### src/rtl/tube_pkg.sv
// Shared constants for the 8-digit tube output stage: segment codes, enables, FSM states.
package tube_pkg;

  typedef enum logic [1:0] {
    ST_IDLE    = 2'd0,
    ST_COUNT   = 2'd1,
    ST_HOLD    = 2'd2,
    ST_TIMEOUT = 2'd3
  } state_e;

  localparam logic [7:0] SEG_BLANK = 8'hFF;
  localparam logic [7:0] EN_NONE   = 8'hFF;
  localparam logic [7:0] EN_ONES   = 8'hFE;
  localparam logic [7:0] EN_TENS   = 8'hFD;

  // Active-low {dp,g,f,e,d,c,b,a}; dp is off in every entry.
  localparam logic [7:0] SEG_DIGIT [0:9] = '{
    8'hC0, 8'hF9, 8'hA4, 8'hB0, 8'h99, 8'h92, 8'h82, 8'hF8, 8'h80, 8'h90
  };

  function automatic logic [7:0] seg_of(input logic [3:0] d);
    seg_of = (d <= 4'd9) ? SEG_DIGIT[d] : SEG_BLANK;
  endfunction

  function automatic logic [7:0] to_bcd(input int unsigned v);
    to_bcd = {4'(v / 10), 4'(v % 10)};
  endfunction

endpackage

### src/rtl/tick_gen.sv
// One-cycle pulse every DIV enabled cycles; counter held at zero while disabled or cleared.
module tick_gen #(
  parameter int unsigned DIV = 2
) (
  input  logic clk,
  input  logic rst,
  input  logic en,
  input  logic clr,
  output logic tick
);

  localparam int unsigned   CW   = (DIV > 1) ? $clog2(DIV) : 1;
  localparam logic [CW-1:0] LAST = CW'(DIV - 1);

  logic [CW-1:0] cnt_q, cnt_d;
  logic          wrap;

  assign wrap = (cnt_q == LAST);
  assign tick = en && !clr && wrap;

  always_comb begin
    cnt_d = cnt_q;
    if (clr || !en || wrap) begin
      cnt_d = '0;
    end else begin
      cnt_d = cnt_q + 1'b1;
    end
  end

  always_ff @(posedge clk) begin
    if (rst) begin
      cnt_q <= '0;
    end else begin
      cnt_q <= cnt_d;
    end
  end

endmodule

### src/rtl/answer_countdown_display.sv
// Answer-time countdown with BCD seconds display, timeout blink and idle animation passthrough.
module answer_countdown_display
  import tube_pkg::*;
#(
  parameter int unsigned CLK_HZ    = 100_000_000,
  parameter int unsigned SCAN_DIV  = 100_000,
  parameter int unsigned BLINK_DIV = 50_000_000,
  parameter int unsigned START_SEC = 30
) (
  input  logic       clk,
  input  logic       rst,
  input  logic       start,
  input  logic       stop,
  input  logic [7:0] buf_seg_out,
  input  logic [7:0] buf_seg_en,
  output logic [7:0] seg_out,
  output logic [7:0] seg_en,
  output logic       busy,
  output logic       timeout
);

  localparam logic [7:0] START_BCD = to_bcd(START_SEC);

  state_e     state_q, state_d;
  logic [3:0] tens_q, tens_d, ones_q, ones_d;
  logic       scan_ph_q, scan_ph_d, blink_ph_q, blink_ph_d;
  logic [7:0] seg_out_q, seg_out_d, seg_en_q, seg_en_d;
  logic       busy_q, busy_d, timeout_q, timeout_d;
  logic       sec_tick, scan_tick, blink_tick;

  tick_gen #(.DIV(CLK_HZ)) u_sec (
    .clk(clk), .rst(rst), .en(state_q == ST_COUNT), .clr(start), .tick(sec_tick)
  );
  tick_gen #(.DIV(SCAN_DIV)) u_scan (
    .clk(clk), .rst(rst), .en(state_q != ST_IDLE), .clr(start), .tick(scan_tick)
  );
  tick_gen #(.DIV(BLINK_DIV)) u_blink (
    .clk(clk), .rst(rst), .en(state_q == ST_TIMEOUT), .clr(start), .tick(blink_tick)
  );

  always_comb begin
    state_d = state_q;
    tens_d  = tens_q;
    ones_d  = ones_q;
    if (start) begin
      state_d          = ST_COUNT;
      {tens_d, ones_d} = START_BCD;
    end else if (state_q == ST_COUNT) begin
      if (stop) begin
        state_d = ST_HOLD;
      end else if (sec_tick) begin
        if (ones_q == 4'd0) begin
          ones_d = 4'd9;
          tens_d = tens_q - 4'd1;
        end else begin
          ones_d = ones_q - 4'd1;
        end
        // Leave COUNT on the same tick that reaches 00 so 00 is never shown counting.
        if (tens_q == 4'd0 && ones_q == 4'd1) begin
          state_d = ST_TIMEOUT;
        end
      end
    end
  end

  always_comb begin
    scan_ph_d  = scan_ph_q;
    blink_ph_d = blink_ph_q;
    if (start || state_q == ST_IDLE) begin
      scan_ph_d = 1'b0;
    end else if (scan_tick) begin
      scan_ph_d = ~scan_ph_q;
    end
    if (start || state_q != ST_TIMEOUT) begin
      blink_ph_d = 1'b0;
    end else if (blink_tick) begin
      blink_ph_d = ~blink_ph_q;
    end
  end

  always_comb begin
    seg_out_d = SEG_BLANK;
    seg_en_d  = EN_NONE;
    busy_d    = (state_q == ST_COUNT);
    timeout_d = (state_q == ST_TIMEOUT);
    case (state_q)
      ST_IDLE: begin
        seg_out_d = buf_seg_out;
        seg_en_d  = buf_seg_en;
      end
      ST_TIMEOUT: begin
        seg_out_d = SEG_DIGIT[0];
        seg_en_d  = blink_ph_q ? EN_NONE : (scan_ph_q ? EN_TENS : EN_ONES);
      end
      default: begin
        if (!scan_ph_q) begin
          seg_en_d  = EN_ONES;
          seg_out_d = seg_of(ones_q);
        end else begin
          seg_en_d  = EN_TENS;
          seg_out_d = (tens_q == 4'd0) ? SEG_BLANK : seg_of(tens_q);
        end
      end
    endcase
  end

  always_ff @(posedge clk) begin
    if (rst) begin
      state_q    <= ST_IDLE;
      tens_q     <= 4'd0;
      ones_q     <= 4'd0;
      scan_ph_q  <= 1'b0;
      blink_ph_q <= 1'b0;
      seg_out_q  <= SEG_BLANK;
      seg_en_q   <= EN_NONE;
      busy_q     <= 1'b0;
      timeout_q  <= 1'b0;
    end else begin
      state_q    <= state_d;
      tens_q     <= tens_d;
      ones_q     <= ones_d;
      scan_ph_q  <= scan_ph_d;
      blink_ph_q <= blink_ph_d;
      seg_out_q  <= seg_out_d;
      seg_en_q   <= seg_en_d;
      busy_q     <= busy_d;
      timeout_q  <= timeout_d;
    end
  end

  assign seg_out = seg_out_q;
  assign seg_en  = seg_en_q;
  assign busy    = busy_q;
  assign timeout = timeout_q;

endmodule
### config.mk
export PLATFORM = sky130hd
export DESIGN_NAME = answer_countdown_display
export DESIGN_NICKNAME = d
export VERILOG_FILES = /design/src/rtl/tube_pkg.sv /design/src/rtl/tick_gen.sv /design/src/rtl/answer_countdown_display.sv
export SDC_FILE = /design/constraint.sdc
export NUM_CORES = 1
export LEC_CHECK = 0
export CORE_MARGIN = 2
export CORE_UTILIZATION = 50
export CTS_BUF_LIST = sky130_fd_sc_hd__clkbuf_8
export DETAILED_ROUTE_END_ITERATION = 10
export GPL_TIMING_DRIVEN = 0
export PLACE_DENSITY = 0.78
export SYNTH_ARGS = -nofsm -noshare
export SYNTH_HDL_FRONTEND = slang
export SYNTH_SLANG_ARGS = --single-unit
export TNS_END_PERCENT = 50
### constraint.sdc
create_clock -name clk -period 2.9 [get_ports clk]
set_clock_uncertainty 0.1 [all_clocks]
set_input_delay 0.87 -clock clk [delete_from_list [all_inputs] [get_ports clk]]
set_output_delay 0.87 -clock clk [all_outputs]
set_load 0.02 [all_outputs]
======== Word-level counts from Yosys, hierarchy flattened ========
Memory sizes are Yosys's and may differ from the RTL's.
Cells that the tools add are included.
operators by class
  add/subtract/negate cells ............... 5
  order comparisons ....................... 4
  eq/ne operators ......................... 8
  mux-type cells .......................... 23
  bitwise operators ....................... 5
  reductions and logical operators ........ 41
operators with widths
  operator                                                  number
  2-to-1 mux 8 bit                                          9
  case mux 8 bit (2 select lines)                           2
  adder 27 x 1 -> 27 bit, second input constant             1
  == test 27 bit, second input constant                     1
  adder 26 x 1 -> 26 bit, second input constant             1
  == test 26 bit, second input constant                     1
  2-to-1 mux 2 bit                                          9
  adder 17 x 1 -> 17 bit, second input constant             1
  == test 17 bit, second input constant                     1
  nonzero test 2 bit                                        6
  OR reduction 2 bit                                        6
  greater-or-equal comparator 5 bit, second input constant  2
  inverter 4 -> 5 bit                                       2
  AND reduction 3 bit                                       3
  less-or-equal comparator 4 bit, second input constant     2
  logical NOT 4 bit                                         2
  logical OR 1 bit                                          8
  AND reduction 4 bit                                       2
  subtractor 4 x 1 -> 4 bit, second input constant          2
  logical AND 1 bit                                         7
  nonzero test 3 bit                                        2
  == test 4 x 1 -> 1 bit, second input constant             1
  logical NOT 1 bit                                         4
  2-to-1 mux 4 bit                                          1
  6 further kinds                                           10
word-level totals
  register bits after elaboration ......... 100
  ROM bits ................................ 256
  input bits .............................. 20
  memories kept ........................... 2
memories
  memory           depth  bits a word  rd ports  clocked after memory_dff  write ports  RTL line        text
  (no name shown)  16     8            1         0                         0            tube_pkg.sv:22  seg_of = (d <= 4'd9) ? SEG_DIGIT[d] : SEG_BLANK;
  (no name shown)  16     8            1         0                         0            tube_pkg.sv:22

======== Longest topological paths before layout ========
Gate-level depths: netlist of run 1.
  depth in word-level cells ............... 8
  mapped depth ............................ 9
  gate-level depth less buffers ........... 6

======== Cells and area by module ========
From an unflattened synthesis of run 1, not the netlist that was laid out.
unflattened totals
  cells, all modules ...................... 571
  area, all modules ....................... 5098.6 µm²
by module, submodules not included
  module                    instances  cells an instance  area each (µm²)  sequential area each (µm²)
  answer_countdown_display  1          182                1655.3           600.6
  tick_gen at u_blink       1          146                1338.8           520.5
  tick_gen at u_sec         1          153                1311.3           540.5
  tick_gen at u_scan        1          90                 793.3            340.3

======== Least setup slack after synthesis of run 1 ========
OpenSTA, ideal clock, no wires.
  path type ............................... in2reg
  start ................................... input port rst
  end ..................................... register u_scan.cnt_q[13]
  arrival ................................. 2152 ps
  slack ................................... 584 ps
  stages .................................. 7
  buffers on the path ..................... 4
  cells stage by stage .................... clkbuf_1 -> or2_2 -> clkbuf_1 -> or3_1 -> buf_4 -> buf_6 -> nor2_1
between the ends
  cells in the longest elaborated chain, start to end .. 1
RTL lines
  item                                 RTL line                        text
  start, declared                      answer_countdown_display.sv:11  input logic rst,
  OR reduction 2 bit (no source line)  n/a
  end signal, assigned                 tick_gen.sv:34                  cnt_q <= cnt_d;
  end, declared                        tick_gen.sv:15                  logic [CW-1:0] cnt_q, cnt_d;
Every way passes these cells.
A chain may end at the register's enable or synchronous reset.

======== Final worst setup path of run 1 ========
  start ................................... input port start
  end ..................................... register u_scan.cnt_q[15]
between the ends
  cells in the longest elaborated chain, start to end .. 3
RTL lines
  item                                 RTL line                        text
  start, declared                      answer_countdown_display.sv:12  input logic start,
  logical OR 1 bit (2 in a row)        tick_gen.sv:23                  if (clr || !en || wrap) begin
  OR reduction 2 bit (no source line)  n/a
Every way passes these cells.

==> metrics.txt, run 1 <==
outcome=completed; CTS sink cnt=100; dpl cell area=5512 sq um; Final Cell Area=5751 sq um; Total Neg Setup Slack=0 ns; Worst Setup Start Kind=input port; area of the multi-input gates=2711 sq um; initial drt markers=191; Post-synth top cells=dfxtp_1 (100), nor2_1 (63), nand2_1 (43); FILL cells=856; CTS hold repair buffers=0; fin crit share=0.8698; worst skew pair latency=0.37 ns; Max-Cap Viols=0; ANT cells=0; antenna violations before repair=0; Num CTS Buffers=9; endpoints failing hold=0; layout cells sized above 1=0.07962; Layout Area Growth over Synthesis=15.36%; GRT Overall Usage=0.2079; first-pass GRT wire length=19.09 mm; top cells by area, synth=dfxtp_1 (40%), nor2_1 (4.7%), a21oi_1 (4.0%), ha_1 (4.0%), xnor2_1 (3.3%); I/O Pins=38; vias in the first global route=4169; post-cts resize count=0; synthesized area per cell=8.654 sq um; DR pass1 iterations=5; gr ovfl total=0; chip width=103.8 um; hold wc startpoint=u_sec.cnt_q[0]; Worst-path clk slew=0.09 ns; Distinct cells, synth=62; Max-slew headroom=0.4867; CP Capture Type=register; die height=103.8 um; FP Rows=36; Final min period=2.523 ns; Critical Path RT=3.11 ns; Mapped Area=4985 sq um; synth warn=0; f_max=396.4 MHz; Tightest Pin Transition=0.7683 ns; RR Startpoint=ones_q[0]; core area=9729 sq um; CTS Root Buffer Type=clkbuf_8; area share of the largest cell type after synthesis=0.4016; Antenna Violating Nets Remaining=0; Initial Utilization=0.5123; Post-Syn Nets=612; FF+latch area=2002 sq um; # H-tree levels=3; Die ar.=10780 sq um; Post-Route Utilization=0.5910; pwr dens=468.1 nW/um^2; Setup violations, final=0; crit path kind=in2reg; total detailed-routing wirelength=10.84 mm; CTS tree=done; vias per cell=5.735; number of synthesized flops with an enable pin=0; most frequent cell after synthesis=dfxtp_1; maximum vdd drop=0.0002485 V; CP Launch Point=start; Post-Syn Instances=576; ys flop type=dfxtp_1; Seq/Total Area, Yosys=0.4016; Buffers on Ports=36; Design Power=2.692 mW; Avg WL per Cell=14.24 um; maximum buffer depth of the clock tree=2; largest net degree at the start of global routing=17; via count=4364; area leader, netlist=dfxtp_1; Async S/R FF share, synth=0; fin. max-slew vios=0; DP HPWL=7.838 mm; DR DRC count=0; worst-path fanout max=10; Hold Crit Class=reg2reg; nets=659; synthesis-stage register bit count=100; Leak Pwr=1.848 nW; Hold Slack=0.3789 ns; post-CTS setup buffers=0; arrival time at the worst endpoint=2.73 ns; gpl congestion=0.8950; RSZ-0062 raised after global routing=false
==> where the power goes <==
group | internal (mW) | total [mW] | switching, mW
clock | 0.572 | 1.07 | 0.501
combinational | 0.0990 | 0.210 | 0.110
sequential | 1.40 | 1.41 | 0.0111
total | 2.07 | 2.69 | 0.622
==> routing by layer <==
layer | share of wire | global-route usage | vias to the layer above
li1 | - | - | 2193
met1 | 0.46 | 0.2673 | 2074
met2 | 0.49 | 0.3548 | 82
met3 | 0.035 | 0.03902 | 15
met4 | 0.012 | 0.06178 | 0
met5 | 0 | 0 | -
==> path summary, 6_finish.rpt <==
| kind | endpoint | slack [ns] | cells after the start |
|---|---|---|---|
| setup / recovery | u_scan.cnt_q[15] | 0.38 | 7 |
| hold / removal | u_sec.cnt_q[0] | 0.38 | 1 |
| setup reg to reg | ones_q[3] | 0.63 | 6 |
| hold reg to reg | u_sec.cnt_q[0] | 0.38 | 1 |
==> registers in the layout (all words and copies together) (netlist names), 2 cells and up <==
register,count
tens_q,4
ones_q,4
u_scan.cnt_q,17
seg_out,8
u_blink.cnt_q,26
seg_en,8
state_q,2
u_sec.cnt_q,27
==> worst max-delay path: stages <==
cell	delay, ns
clkdlybuf4s50_1	0.53
or2_2	0.34
clkbuf_1	0.19
or3_1	0.38
buf_4	0.18
buf_6	0.14
nor2_1	0.10
==> cells by family after synthesis <==
| logic type | Yosys count | share of synthesized area |
|---|---|---|
| multiplexers | 2 | 0.004016 |
| AND/OR/NAND/NOR | 248 | 0.2748 |
| adder cells (fa/ha/maj) | 16 | 0.04016 |
| AO/OA/AOI/OAI | 119 | 0.1599 |
| XOR/XNOR | 37 | 0.06501 |
| buffers and inverters | 54 | 0.05447 |
| flip-flops | 100 | 0.4016 |
==> cell type report <==
class                           count  area share
Buffer                             29     0.03090
Clock buffer                        9     0.02154
Clock inverter                      7     0.02002
Inverter                           25     0.01632
Multi-Input combinational cell    422      0.4715
Sequential cell                   100      0.3481
Tap cell                          133     0.02894
Timing Repair Buffer               36     0.06266
==> cell usage in the layout, fill, tap and decap left out, types with 5 or more instances in the layout <==
| cell | netlist | layout |
|---|---|---|
| a21oi_1 | 40 | 40 |
| a21oi_2 | 5 | 5 |
| and3_1 | 5 | 5 |
| and4_1 | 14 | 14 |
| buf_2 | 6 | 6 |
| buf_6 | 7 | 7 |
| clkbuf_1 | 13 | 13 |
| clkbuf_8 | 0 | 9 |
| clkdlybuf4s50_1 | 0 | 36 |
| dfxtp_1 | 100 | 100 |
| ha_1 | 16 | 16 |
| inv_1 | 25 | 26 |
| nand2_1 | 43 | 43 |
| nand3_1 | 21 | 21 |
| nand4_1 | 24 | 24 |
| nor2_1 | 63 | 63 |
| nor2b_1 | 5 | 5 |
| nor3_1 | 10 | 10 |
| o21ai_0 | 19 | 19 |
| o31ai_1 | 18 | 18 |
| or3_1 | 12 | 12 |
| or4_1 | 16 | 16 |
| xnor2_1 | 19 | 19 |
| xor2_1 | 18 | 18 |
==> metrics by stage <==
step | setup WS, ns | cells
after floorplan | 0.5845 | 576
after global placement | 0.01866 | 745
after detailed placement | 0.04311 | 745
after CTS | 0.4048 | 761
after global routing | 0.2759 | 761
final | 0.3775 | 761
(Power assumes the default switching activity.)
==> run 2, diff against run 1 <==
--- a/config.mk
+++ b/config.mk
@@ -10,2 +10,3 @@
 export CTS_BUF_LIST = sky130_fd_sc_hd__clkbuf_8
+export CTS_CLUSTER_DIAMETER = 30
 export DETAILED_ROUTE_END_ITERATION = 10
==> constraint.sdc (replaced) <==
create_clock -name clk -period 2.9 [get_ports clk]
set_clock_uncertainty 0.1 [all_clocks]
set_input_delay 0.435 -clock clk [delete_from_list [all_inputs] [get_ports clk]]
set_output_delay 0.435 -clock clk [all_outputs]
set_load 0.02 [all_outputs]
==> results of run 2 <==
Same layout as run 1 (identical final DEF). Status: completed.
Among the figures that moved: setup slack after placement 0.04311 ns -> 0.4781 ns; clock-pin slew on the worst setup and hold paths 0.09 ns -> 0.10 ns; setup slack after layout 0.3775 ns -> 0.6341 ns; hold slack 0.3789 ns -> 0.3394 ns; start point of the critical path start -> ones_q[0]; end point of the critical path u_scan.cnt_q[15] -> ones_q[3]; end point of the worst hold path u_sec.cnt_q[0] -> busy
